$ cat config.mk
export PLATFORM = sky130hd
export DESIGN_NAME = transaction_scheduler
export DESIGN_NICKNAME = d
export VERILOG_FILES = /design/src/rtl/transaction_scheduler_pkg.sv /design/src/rtl/transaction_scheduler_arbiter.sv /design/src/rtl/transaction_scheduler.sv
export SDC_FILE = /design/constraint.sdc
export NUM_CORES = 1
export LEC_CHECK = 0
export ABC_AREA = 1
export CAP_MARGIN = 25
export CORE_MARGIN = 1.5
export CORE_UTILIZATION = 43
export CTS_BUF_LIST = sky130_fd_sc_hd__clkbuf_4 sky130_fd_sc_hd__clkbuf_8 sky130_fd_sc_hd__clkbuf_16
export CTS_CLUSTER_DIAMETER = 120
export DETAILED_ROUTE_END_ITERATION = 8
export HOLD_SLACK_MARGIN = 0.12
export PLACE_DENSITY = 0.86
export SLEW_MARGIN = 20
export SYNTH_ARGS = -nofsm -noshare
export SYNTH_HDL_FRONTEND = slang
export SYNTH_SLANG_ARGS = --single-unit
$ cat constraint.sdc
create_clock -name clk -period 2.1 [get_ports clk]
set_input_delay 0.42 -clock clk [delete_from_list [all_inputs] [get_ports clk]]
set_output_delay 0.42 -clock clk [all_outputs]
set_load 0.1 [all_outputs]
$ cat src/rtl/transaction_scheduler_pkg.sv
// Shared definitions for the transaction layer: FSM encodings, word field
// positions and default thresholds.
package transaction_defs;

    typedef enum logic [1:0] {
        ST_RESET  = 2'd0,
        ST_INIT   = 2'd1,
        ST_IDLE   = 2'd2,
        ST_ACTIVE = 2'd3
    } sched_state_t;

    localparam int unsigned CLASS_MSB = 11;
    localparam int unsigned CLASS_LSB = 10;
    localparam int unsigned DEST_MSB  = 9;
    localparam int unsigned DEST_LSB  = 8;
    localparam int unsigned DATA_MSB  = 7;
    localparam int unsigned DATA_LSB  = 0;

    localparam int unsigned NUM_FIFOS             = 4;
    localparam int unsigned DEF_EMPTY_THRESHOLD   = 1;
    // The default almost-full threshold is MEM_SIZE-1 and is derived in the top level.

endpackage

$ cat src/rtl/transaction_scheduler_arbiter.sv
// Fixed-priority arbiter over four requesters; the lowest index wins.
module priority_arbiter_4 (
    input  logic [3:0] eligible,
    output logic [3:0] grant,
    output logic       valid
);

    // Isolates the lowest set bit of the eligible vector.
    assign grant = eligible & (~eligible + 4'd1);
    assign valid = |eligible;

endmodule

$ cat src/rtl/transaction_scheduler.sv
// Transaction layer controller: RESET/INIT/IDLE/ACTIVE FSM, threshold latches,
// and fixed-priority routing of the input FIFO heads onto the output FIFOs.
module transaction_scheduler
    import transaction_defs::*;
#(
    parameter int WORD_SIZE = 12,
    parameter int MEM_SIZE  = 8,
    parameter int PTR       = 3,
    parameter int INDEX     = 2
) (
    input  logic                   clk,
    input  logic                   reset,
    input  logic                   init,
    input  logic [PTR-1:0]         full_threshold_in,
    input  logic [PTR-1:0]         empty_threshold_in,
    input  logic [3:0]             in_empty,
    input  logic [4*WORD_SIZE-1:0] in_data,
    input  logic [3:0]             out_almost_full,
    input  logic [3:0]             out_full,
    output logic [3:0]             in_pop,
    output logic [3:0]             out_push,
    output logic [WORD_SIZE-1:0]   data_out,
    output logic [PTR-1:0]         full_threshold,
    output logic [PTR-1:0]         empty_threshold,
    output logic [1:0]             state,
    output logic                   idle
);

    sched_state_t         st, st_nxt;
    logic [INDEX-1:0]     dest [4];
    logic [3:0]           eligible;
    logic [3:0]           grant;
    logic                 grant_valid;
    logic [WORD_SIZE-1:0] grant_word;
    logic                 pop_en;

    always_ff @(posedge clk or negedge reset) begin
        if (!reset) begin
            st <= ST_RESET;
        end else begin
            st <= st_nxt;
        end
    end

    always_comb begin
        st_nxt = st;
        case (st)
            ST_RESET: st_nxt = ST_INIT;
            ST_INIT: begin
                if (!init) st_nxt = ST_IDLE;
            end
            ST_IDLE, ST_ACTIVE: begin
                if (init)                 st_nxt = ST_INIT;
                else if (in_empty != '1)  st_nxt = ST_ACTIVE;
                else                      st_nxt = ST_IDLE;
            end
        endcase
    end

    always_ff @(posedge clk or negedge reset) begin
        if (!reset) begin
            full_threshold  <= PTR'(MEM_SIZE - 1);
            empty_threshold <= PTR'(DEF_EMPTY_THRESHOLD);
        end else if (st == ST_INIT) begin
            full_threshold  <= full_threshold_in;
            empty_threshold <= empty_threshold_in;
        end
    end

    // A head is eligible only if its destination can accept one more word
    // on top of any push already in flight.
    always_comb begin
        eligible = '0;
        for (int unsigned i = 0; i < 4; i++) begin
            dest[i]     = in_data[i*WORD_SIZE + DEST_LSB +: INDEX];
            eligible[i] = ~in_empty[i] & ~out_almost_full[dest[i]] & ~out_full[dest[i]];
        end
    end

    priority_arbiter_4 u_arb (
        .eligible (eligible),
        .grant    (grant),
        .valid    (grant_valid)
    );

    always_comb begin
        grant_word = '0;
        for (int unsigned i = 0; i < 4; i++) begin
            if (grant[i]) grant_word = in_data[i*WORD_SIZE +: WORD_SIZE];
        end
    end

    assign pop_en = (st == ST_ACTIVE) && !init;
    assign in_pop = pop_en ? grant : '0;

    always_ff @(posedge clk or negedge reset) begin
        if (!reset) begin
            out_push <= '0;
            data_out <= '0;
        end else if (pop_en && grant_valid) begin
            out_push <= 4'b0001 << grant_word[DEST_MSB:DEST_LSB];
            data_out <= grant_word;
        end else begin
            out_push <= '0;
        end
    end

    assign state = st;
    assign idle  = (st == ST_IDLE) && (out_push == '0);

endmodule

==> summary.md, run 1 <==
| Metric | Value |
|---|---|
| Cts bufs inserted | 3 |
| Worst path cell trace | clkdlybuf4s50_1 -> inv_1 -> nand3_2 -> buf_4 -> nand3_2 -> nor2_4 -> buf_12 |
| Largest delay contributor family on the critical path | buffers and inverters |
| Area Overhead vs Synth | 68.4% |
| Min-Delay Path Class | reg2reg |
| Slew HR | 0.798 |
| Max Clock Skew | 7.77 ps |
| Post-Place Cell Area | 0.00305 mm2 |
| Fin nets | 466 |
| Mean post-synth cell area | 6.72 um2 |
| Fraction of layout cells with a size suffix above 1 | 0.323 |
| Vias in the first global route | 2146 |
| Syn Inst Count | 279 |
| EDFF count, synth | 0 |
| Top cells by area, synth | dfrtp_1, nand2_1, nand3_1 |
| Final hold vios | 0 |
| # hold bufs at CTS | 0 |
| Top-count cell post-synth | nand2_1 |
| Placer Congestion | 0.858 |
| Final Cell Area | 0.00316 mm2 |
| CTS clock-pin slew for the worst setup and hold paths | 80 ps |
| Diode count | 0 |
| FF+latch count, synth | 24 |
| Largest vdd supply drop | 527 uV |
| Largest net degree at the start of global routing | 25 |
| Yosys top cell by area | dfrtp_1 |
| Global-route wire length before repair | 9360 um |
| Int Pwr | 0.00120 W |
| Final Setup Violations | 0 |
| Per-cell routed wire length | 12.4 um |
| Critical path class | in2out |
| Die span in y | 69.0 um |
| Die ar. | 0.00477 mm2 |
| Critical Path AT | 1610 ps |
| Latest clock arrival within the worst-skew pair | 270 ps |
| Run status | finished, final reports clean |
| Worst-margin pin slew | 303 ps |
| Hold depth | 2 |
| Avg Vias per Cell | 4.86 |
| Detailed placement HPWL | 4450 um |
| Final period utilization | 0.967 |
| CP bufs+invs | 4 |
| CTS tree | built |
| CP Max Fanout | 4 |
| Drt first pass iters | 4 |
| Total Wirelength | 5510 um |
| Syn nets | 348 |
| R2r endpoint | data_out[1] |
| Std-Cell Rows | 23 |
| Max incr delay on CP | 450 ps |
| Main flop type after synthesis | dfrtp_1 |
| Max Cap Viol | 0 |
| Post-synthesis cell area | 0.00188 mm2 |
| Max Clk Rate | 0.493 GHz |
| Post-synth top cells | nand2_1, nand3_1, inv_1 |
| Routed vias | 2168 |
| HP Start | data_out[0] |
| Maximum clock insertion buffer count | 2 |
| LEAKAGE | 1.64 nW |
| Root Buffer | clkbuf_8 |
| Reg power frac | 0.259 |
| Required time worst endpoint | 1680 ps |
| Post-synthesis cell type count | 24 |
| Initial drt markers | 56 |
| Startpoint Class | primary input |
| CP endpoint kind | output pin |
| Post-layout util | 0.773 |
| Core ar. | 0.00409 mm2 |
| Initial antenna violation count | 0 |
| Die X | 69.0 um |
| CP max stage cell | clkdlybuf4s50_1 |
| Sw power | 0.00118 W |
| Post-route ant nets | 0 |
| Starting Density | 0.459 |
| FF-to-FF path depth | 8 |
| Hold EP | data_out[0] |
| DRC errors left | 0 |
| I/O pin count | 98 |
| Post-synthesis sequential area ratio | 0.323 |
| Flop-to-flop setup slack | 690 ps |
| Port bufs | 97 |
| Grt ovf | 0 |
| GRT Total Usage | 0.234 |
| Net switching fraction of the power | 0.496 |
| PD cells | 756 mW/mm2 |
| Post-synthesis async set-or-reset flop share | 1.00 |
| Fin. max-slew vios | 0 |
| Worst r2r src | state[1] |
| Comb pwr share | 0.571 |
| CP most frequent cell | nand3_2 |
| Clock Sink Count | 24 |
| Top-area cell type share of the netlist area | 0.267 |
| Crit path time final | 2030 ps |
| H-Tree Depth | 1 |
| Ys Warns | 0 |
| Clock power share | 0.170 |
==> flip-flops by register name, indices dropped and copies added (netlist names) <==
register,cells
data_out,12
empty_threshold,3
full_threshold,3
out_push,4
state,2
==> cells by family after synthesis <==
group | synth area share
compound gates | 0.0133
buf+inv | 0.126
mux | 0.0360
simple gates | 0.502
flops | 0.323
==> stage by stage <==
stage | TNS (ps) | cells | hold slack [ps] | total power (W) | worst slack [ps]
after floorplan | -8.28 | 279 | 124 | 0.00159 | -8.28
after global placement | -3430 | 440 | 469 | 0.00197 | -261
after detailed placement | -4290 | 440 | 475 | 0.00199 | -325
after CTS | 0 | 446 | 493 | 0.00239 | 46.6
after global routing | -2.23 | 446 | 520 | 0.00249 | -2.23
final | 0 | 446 | 495 | 0.00239 | 69.8
==> layout by cell type, fill, tap and decap left out, types with 2 or more instances in the layout <==
cell type,synthesis,final
nor2_1,17,9
nor2_4,6,10
mux2_2,6,6
clkdlybuf4s50_1,0,52
nand2_2,13,17
dfstp_2,4,4
a21oi_1,2,2
clkbuf_8,0,3
buf_12,0,6
o21ai_1,2,3
nand3_1,44,41
inv_1,33,30
buf_4,2,48
nand2_1,102,97
dfrtp_2,0,3
nor2_2,1,5
dfrtp_1,20,16
dlygate4sd2_1,0,10
nand2_4,3,4
inv_2,5,8
nand3_2,6,9
clkdlybuf4s15_1,0,4
==> cell type report <==
type / instances / area [um2]
repair buffers: 122 / 1150
clock buffers: 3 / 41.3
inverters: 39 / 149
well taps: 50 / 62.6
multi-input cells: 207 / 1120
clock inverters: 1 / 30.0
fillers: 321 / 927
flip-flops and latches: 24 / 613
==> worst reg2reg max path: stages (launching register included) <==
cell and delay (ps):
dfrtp_4 420, inv_1 70, nor2_2 90, nand2_1 100, buf_12 160, nor2_4 170
inv_2 160, nand2_1 100, nand2_1 50
==> worst max path at each step <==
stage                            start        end  slack, ps  cells past startpoint
finish                     in_empty[1]  in_pop[2]         70                      7
global route        out_almost_full[2]  in_pop[3]         -2                     11
global placement            in_data[8]  in_pop[3]       -260                     10
CTS                        in_data[45]  in_pop[3]         50                      9
detailed placement          in_data[8]  in_pop[3]       -320                     10
floorplan                  out_push[0]       idle         -8                      1
==> metal layers <==
metal	share of wire	vias to the layer above	GRT usage
li1	-	1094	-
met1	0.39	985	0.277
met2	0.53	85	0.444
met3	0.071	4	0.0307
met4	0.0076	0	0.0501
met5	0	-	0
==> power by group through the flow <==
stage | sequential (W) | clock, W | combinational [W]
floorplan | 0.00127 | 0 | 0.000319
global placement | 0.000621 | 0 | 0.00135
detailed placement | 0.000625 | 0 | 0.00136
CTS | 0.000618 | 0.000407 | 0.00137
global route | 0.000629 | 0.000429 | 0.00143
finish | 0.000617 | 0.000406 | 0.00136
==> timing repair <==
| action | CTS | global route |
|---|---|---|
| endpoints found under the setup margin | 5 | 3 |
| gates resized for setup | 27 | 11 |
| buffers inserted | 2 | 0 |
| pin swaps | 7 | 5 |
No activity file was read; power rests on OpenSTA's default activity.
==> inputs of run 2 (changes only) <==
--- a/config.mk
+++ b/config.mk
@@ -6,7 +6,6 @@
 export NUM_CORES = 1
 export LEC_CHECK = 0
 export ABC_AREA = 1
-export CAP_MARGIN = 25
 export CORE_MARGIN = 1.5
 export CORE_UTILIZATION = 43
 export CTS_BUF_LIST = sky130_fd_sc_hd__clkbuf_4 sky130_fd_sc_hd__clkbuf_8 sky130_fd_sc_hd__clkbuf_16
==> results of run 2 <==
Same layout as run 1: the final DEF is identical, and so are final timing and power.
